[src/rtl/onchip_mem_arbiter.sv]
// Two-port round-robin Avalon-MM arbiter/sequencer in front of a single-port on-chip RAM.
// Define ONCHIP_MEM_ARB_CLEAR_EN to compile in the whole-RAM clear engine (CLEAR/DONE states).
module onchip_mem_arbiter #(
    parameter int unsigned DEPTH = 45000,
    parameter int unsigned AW    = 16,
    parameter int unsigned DW    = 32
) (
    input  logic              clk,
    input  logic              reset_n,

    input  logic [AW-1:0]     m0_address,
    input  logic [DW/8-1:0]   m0_byteenable,
    input  logic              m0_read,
    input  logic              m0_write,
    input  logic [DW-1:0]     m0_writedata,
    output logic [DW-1:0]     m0_readdata,
    output logic              m0_waitrequest,
    output logic              m0_readdatavalid,

    input  logic [AW-1:0]     m1_address,
    input  logic [DW/8-1:0]   m1_byteenable,
    input  logic              m1_read,
    input  logic              m1_write,
    input  logic [DW-1:0]     m1_writedata,
    output logic [DW-1:0]     m1_readdata,
    output logic              m1_waitrequest,
    output logic              m1_readdatavalid,

    output logic [AW-1:0]     mem_address,
    output logic [DW/8-1:0]   mem_byteenable,
    output logic              mem_chipselect,
    output logic              mem_write,
    output logic [DW-1:0]     mem_writedata,
    output logic              mem_clken,
    input  logic [DW-1:0]     mem_readdata,

    input  logic              clr_start,
    input  logic [DW-1:0]     clr_value,
    output logic              clr_busy,
    output logic              clr_done
);

    logic            req0, req1;
    logic            grant0, grant1;
    logic            in_idle, in_clear, in_done;
    logic [AW-1:0]   cnt_q;
    logic [DW-1:0]   clr_val_q;

    logic            last_q, last_d;
    logic            rd_pend_q, rd_pend_d;
    logic            rd_owner_q, rd_owner_d;

    // last_q = 1 means m1 was granted most recently, so m0 wins the next tie.
    always_comb begin
        req0   = m0_read | m0_write;
        req1   = m1_read | m1_write;
        grant0 = reset_n & in_idle & req0 & (~req1 | last_q);
        grant1 = reset_n & in_idle & req1 & (~req0 | ~last_q);
    end

    always_comb begin
        last_d     = last_q;
        rd_pend_d  = 1'b0;
        rd_owner_d = rd_owner_q;
        if (grant0) begin
            last_d     = 1'b0;
            rd_pend_d  = ~m0_write;
            rd_owner_d = 1'b0;
        end else if (grant1) begin
            last_d     = 1'b1;
            rd_pend_d  = ~m1_write;
            rd_owner_d = 1'b1;
        end
    end

    always_ff @(posedge clk or negedge reset_n) begin
        if (!reset_n) begin
            last_q     <= 1'b1;
            rd_pend_q  <= 1'b0;
            rd_owner_q <= 1'b0;
        end else begin
            last_q     <= last_d;
            rd_pend_q  <= rd_pend_d;
            rd_owner_q <= rd_owner_d;
        end
    end

    always_comb begin
        mem_address    = '0;
        mem_byteenable = '0;
        mem_chipselect = 1'b0;
        mem_write      = 1'b0;
        mem_writedata  = '0;
        if (in_clear) begin
            mem_address    = cnt_q;
            mem_byteenable = '1;
            mem_chipselect = 1'b1;
            mem_write      = 1'b1;
            mem_writedata  = clr_val_q;
        end else if (grant0) begin
            mem_address    = m0_address;
            mem_byteenable = m0_byteenable;
            mem_chipselect = 1'b1;
            mem_write      = m0_write;
            mem_writedata  = m0_writedata;
        end else if (grant1) begin
            mem_address    = m1_address;
            mem_byteenable = m1_byteenable;
            mem_chipselect = 1'b1;
            mem_write      = m1_write;
            mem_writedata  = m1_writedata;
        end
    end

    // RAM output is unregistered, so read data is steered straight from mem_readdata.
    always_comb begin
        m0_readdatavalid = rd_pend_q & ~rd_owner_q;
        m1_readdatavalid = rd_pend_q &  rd_owner_q;
        m0_readdata      = m0_readdatavalid ? mem_readdata : '0;
        m1_readdata      = m1_readdatavalid ? mem_readdata : '0;
        m0_waitrequest   = ~grant0;
        m1_waitrequest   = ~grant1;
        mem_clken        = 1'b1;
    end

`ifdef ONCHIP_MEM_ARB_CLEAR_EN
    localparam logic [1:0]    ST_IDLE  = 2'd0;
    localparam logic [1:0]    ST_CLEAR = 2'd1;
    localparam logic [1:0]    ST_DONE  = 2'd2;
    localparam logic [AW-1:0] CNT_LAST = AW'(DEPTH - 1);

    logic [1:0]    state_q, state_d;
    logic [AW-1:0] cnt_d;
    logic [DW-1:0] clr_val_d;

    always_comb begin
        state_d   = state_q;
        cnt_d     = cnt_q;
        clr_val_d = clr_val_q;
        case (state_q)
            ST_IDLE: begin
                if (clr_start) begin
                    state_d   = ST_CLEAR;
                    cnt_d     = '0;
                    clr_val_d = clr_value;
                end
            end
            ST_CLEAR: begin
                if (cnt_q == CNT_LAST) begin
                    state_d = ST_DONE;
                end else begin
                    cnt_d = cnt_q + 1'b1;
                end
            end
            ST_DONE: state_d = ST_IDLE;
            default: state_d = ST_IDLE;
        endcase
    end

    always_ff @(posedge clk or negedge reset_n) begin
        if (!reset_n) begin
            state_q   <= ST_IDLE;
            cnt_q     <= '0;
            clr_val_q <= '0;
        end else begin
            state_q   <= state_d;
            cnt_q     <= cnt_d;
            clr_val_q <= clr_val_d;
        end
    end

    assign in_idle  = (state_q == ST_IDLE);
    assign in_clear = (state_q == ST_CLEAR);
    assign in_done  = (state_q == ST_DONE);
    assign clr_busy = in_clear | in_done;
    assign clr_done = in_done;
`else
    logic unused_clr;

    assign in_idle    = 1'b1;
    assign in_clear   = 1'b0;
    assign in_done    = 1'b0;
    assign cnt_q      = '0;
    assign clr_val_q  = '0;
    assign clr_busy   = 1'b0;
    assign clr_done   = 1'b0;
    assign unused_clr = ^{clr_start, clr_value, DEPTH};
`endif

endmodule
[config.mk]
export PLATFORM = sky130hd
export DESIGN_NAME = onchip_mem_arbiter
export DESIGN_NICKNAME = d
export VERILOG_FILES = /design/src/rtl/onchip_mem_arbiter.sv
export SDC_FILE = /design/constraint.sdc
export NUM_CORES = 1
export LEC_CHECK = 0
export ABC_AREA = 1
export CAP_MARGIN = 40
export CORE_AREA = 2 2 115 117
export CTS_BUF_LIST = sky130_fd_sc_hd__clkbuf_4 sky130_fd_sc_hd__clkbuf_8 sky130_fd_sc_hd__clkbuf_16
export DETAILED_ROUTE_END_ITERATION = 10
export DIE_AREA = 0 0 117 119
export PLACE_DENSITY_LB_ADDON = 0.15
export REMOVE_ABC_BUFFERS = 1
export SYNTH_ARGS = -nofsm -noshare
export SYNTH_HDL_FRONTEND = slang
export SYNTH_SLANG_ARGS = --single-unit
[constraint.sdc]
create_clock -name clk -period 1.2 [get_ports clk]
set_input_delay 0.24 -clock clk [delete_from_list [all_inputs] [get_ports clk]]
set_output_delay 0.24 -clock clk [all_outputs]
set_load 0.01 [all_outputs]
== After elaboration in Yosys (flattened, before gate mapping) ==
Cells that the tools add are included.
Cells by class
  muxes and demuxes: 16
  bitwise operators: 18
  reductions and logical operators: 1
Operators with widths (count)
  $mux 32: 4
  $mux 16: 2
  $mux 1: 8
  $mux 4: 2
  $not 1->1: 8
  $and 1x1->1: 6
  $or 1x1->1: 4
  $reduce_bool 2->1: 1
Storage, ports and cells
  bits in registers: 3
  input bits: 175
  output and inout port bits: 125
  logic and storage cells: 38

== Depth between registers and ports, before layout ==
  depth after elaboration: 6
  gate-level depth with buffers: 5

== Worst setup path after synthesis ==
OpenSTA, ideal clock, no wires.
  path type: register to output
  start: reg last_q
  end: out mem_address[0]
  arrival: 1123 ps
  required time: 960 ps
  slack: -163 ps
  cell stages (with the launch flop): 6
  path buffers: 1
  path through: dfstp_2 -> inv_1 -> o21ai_2 -> buf_2 -> nand3_1 -> nand2_1
On the way
  longest elaborated chain between the ends: 5
  elaborated cells between the ends (all ways): 7
  those cells by class: 2 x mux; 5 x bitwise
Ends and longest elaborated chain
  start, declared: RTL line 49  | logic last_q, last_d;
  start signal, assigned: RTL line 82  | last_q <= last_d;
  $not 1->1: RTL line 58  | grant1 = reset_n & in_idle & req1 & (~req0 | ~last_q);
  $or 1x1->1: RTL line 58
  $and 1x1->1: RTL line 58
  $mux 16: RTL line 106  | end else if (grant1) begin
  $mux 16 *: RTL line 100  | end else if (grant0) begin
  end, declared: RTL line 29  | output logic [AW-1:0] mem_address,
Mark *: on every way between the ends. The rest lies on a longest branch, timed or not.

== Final worst setup path ==
  start: reg last_q
  end: out mem_address[9]
Same word-level chain as after synthesis.

==> flow_summary_export.csv <==
group,metric,value,unit
clock_network,clock-sinks,3,
global_route,grt_util_all_layers,18.2,%
logic_synthesis,seq_area_frac_synth,5.11,%
layout,final_util,51.4,%
global_route,grt_pass1_vias,3518,
worst_setup_path,r2r_cells,6,
clock_network,clockRootBuffer,"clkbuf_16",
placement,gp_congestion,0.754,
worst_setup_path,crit_type,"flip-flop to output port",
worst_setup_path,crit_start,"last_q",
layout,antennaDiodeCount,0,
placement,placed_area,4400,um^2
run_status,status,"finished with violations",
detailed_routing,viasPerCell,4.31,
global_route,grt_max_degree,28,
logic_synthesis,yosys_warnings,0,
sta,setup_ws,-0.591,ns
sta,fin_crit,1.79,ns
clock_network,htreeDepth,1,
clock_network,insertion_delay,0.22,ns
power,swShare,39.9,%
flow_run,cap_violations,0,
power,vdd_drop_max,0.000336,V
power,p_per_area,620,nW/um^2
power,power.share.sequential,3.3,%
logic_synthesis,ys_seq_elements,3,
logic_synthesis,syn_area,1490,um^2
floorplan,initial_utilization,11.6,%
worst_setup_path,crit_arrival,1.55,ns
worst_setup_path,cp_slowest_cell,"dfstp_2",
worst_hold_path,hold_path_class,"input pin to asynchronous set/reset pin",
detailed_routing,wire_per_inst,18.6,um
logic_synthesis,synthMuxAreaShare,0,%
floorplan,rows,42,
logic_synthesis,synthSimpleGateAreaFrac,70.7,%
clock_network,holdBufCountCts,0,
run_status,violations,"setup timing",
worst_setup_path,cp.required,0.96,ns
layout,drive_gt1_share,63.4,%
clock_network,tritoncts,"built",
sta,final_max_slew_viol_count,0,
detailed_routing,drt_pre_antenna_iters,4,
power,leakage,3.02,nW
worst_setup_path,crit_end,"mem_address[9]",
worst_setup_path,worstPathCellList,"inv_2, o21ai_4, buf_12, buf_16, buf_12, nand3_2, nand2_1, buf_2",
clock_network,clk_pin_slew_worst_paths,0.03,ns
layout,area_growth,343,%
sta,hold_viol_final,0,
worst_setup_path,regToRegSetupSlack,-0.21,ns
logic_synthesis,avgSynthCellArea,4.74,um^2
layout,stdcell_area,6610,um^2
sta,max_freq,558,MHz
logic_synthesis,synth_top_family_by_area,"simple AND/OR/NAND/NOR gates",
clock_network,cts_made_buffers,3,
sta,skew,0.0000505,ns
worst_setup_path,rr_startpoint,"last_q",
worst_setup_path,timing.rr.end,"rd_pend_q",
floorplan,io_pins,300,
worst_setup_path,path_max_fanout,6,
power,p_sw,1.63,mW
layout,num-nets-final,821,
floorplan,die-area,13900,um^2
power,combPwrFrac,83.3,%
global_route,grt_pass1_wl,19000,um
logic_synthesis,synthDistinctLibCells,17,
clock_network,clock_path_buffers,2,
detailed_routing,wl,15300,um
global_route,grt_antenna_before_repair,0,
placement,io_buffers,263,
placement,hpwl,8070,um
worst_setup_path,cp-start-kind,"flip-flop",
layout,fill_cells,1185,
power,p_total,4.10,mW
sta,rsz0062_at_grt,"yes",
worst_setup_path,cpMostUsedCell,"buf_12",
detailed_routing,drc,0,
floorplan,die_y,119,um
sta,maxSlewHeadroom,62.6,%
sta,worst_slew_pin_slew,0.559,ns
global_route,overflow,0,
sta,finalCritPeriodShare,149,%
worst_setup_path,cpPeakStageDelay,0.54,ns
floorplan,core_area,12900,um^2
logic_synthesis,synth-compound-area-share,2.35,%
logic_synthesis,synth_cells,315,
detailed_routing,vias,3538,
floorplan,die_w,117,um
detailed_routing,initialDrtViolationCount,106,
detailed_routing,postRouteAntennaNets,0,
worst_setup_path,end_kind,"output port",
power,p_clk_share,13.4,%
sta,setup_viol,124,
logic_synthesis,synthAdderAreaFrac,0,%
logic_synthesis,synth_xor_area_share,0,%
power,p_int,2.47,mW
-- metrics by stage --
stage,instances,setup WS (ns),TNS [ns],hold WS (ns)
after floorplan,287,-0.673,-49.05,-0.0556
after global placement,745,-1.15,-88.72,0.553
after detailed placement,745,-1.16,-89.67,0.551
after CTS,808,-0.615,-54.29,0.0770
after global routing,821,-0.649,-60.53,0.105
final,821,-0.591,-54.38,0.0848
-- worst min path at each step --
stage                        from    endpoint  slack (ns)  cells after the start
after floorplan           reset_n  rd_owner_q       -0.06                      0
after global routing      reset_n   rd_pend_q        0.11                      2
after global placement    reset_n  rd_owner_q        0.55                      2
after detailed placement  reset_n   rd_pend_q        0.55                      2
after CTS                 reset_n  rd_owner_q        0.08                      2
final                     reset_n  rd_owner_q        0.08                      2
-- Yosys cell counts --
master | instances | area (um^2)
buf_2 | 15 | 75.1
buf_4 | 3 | 22.5
buf_6 | 5 | 56.3
clkbuf_1 | 6 | 22.5
conb_1 | 2 | 7.51
dfrtp_1 | 2 | 50.1
dfstp_2 | 1 | 26.3
inv_1 | 38 | 143
nand2_1 | 60 | 225
nand3_1 | 109 | 546
nand3b_1 | 1 | 7.51
nor2_1 | 66 | 248
nor2_2 | 1 | 6.26
nor2_4 | 2 | 22.5
o21ai_0 | 2 | 10.0
o21ai_2 | 1 | 8.76
o21ai_4 | 1 | 16.3
-- worst max-delay path, delay by kind of cell, from the launching register on --
kind	cells	cell delay (ns)
and+or+nand+nor	2	0.10
buffers and inverters	5	0.60
AOI/OAI and AO/OA	1	0.08
DFF	1	0.54
-- power groups by stage --
stage          Clock [mW]  Combinational (mW)  Sequential [mW]
2_1_floorplan           0               0.630            0.128
3_3_place_gp            0                2.00            0.126
3_5_place_dp            0                1.99            0.127
4_1_cts             0.559                2.86            0.134
5_1_grt             0.571                3.58            0.135
6_report            0.551                3.41            0.134
-- cell type report --
| type | count | area (um^2) | area share, % |
|---|---|---|---|
| repair buffers | 354 | 3950 | 59.7 |
| multi-input cells | 246 | 2140 | 32.3 |
| well taps | 176 | 220 | 3.33 |
| inverters | 38 | 148 | 2.23 |
| clock buffers | 4 | 82.6 | 1.25 |
| flip-flops and latches | 3 | 77.6 | 1.17 |
-- placed cells by master (no fill, tap or decap), drive strengths merged --
cell           netlist  final
nor2                69     69
dlygate4sd2          0      1
conb                 2      3
clkbuf               6     11
clkdlybuf4s50        0    136
bufbuf               0      1
dfrtp                2      2
dfstp                1      1
nand3b               1      1
inv                 38     37
clkinv               0      1
nand3              109    109
buf                 23    209
nand2               60     60
o21ai                4      4
-- cells by family (layout without fill, tap and decap cells) --
kind of cell           Yosys count  after routing
buffers and inverters           67            396
other                            2              3
flip-flops                       3              3
AO/OA/AOI/OAI                    4              4
AND/OR/NAND/NOR                239            239
-- flip-flops by register name, indices dropped and copies added (netlist names) --
register    count
rd_owner_q      1
last_q          1
rd_pend_q       1
-- repair_timing --
action	in CTS	in global routing
gates cloned	20	6
buffers inserted	41	11
pin swaps	40	81
endpoints found under the setup margin	125	125
resized for setup	669	239
-- per-layer routing --
layer  part of all wire, %  vias up  track usage (%)
met1                    31     1630             16.5
met2                    56      221             37.5
met3                    10       20             4.89
met5                     0        -                0
li1                      -     1667                -
met4                   2.1        0             5.51
Note: power is estimated with default switching activity, not from simulation.
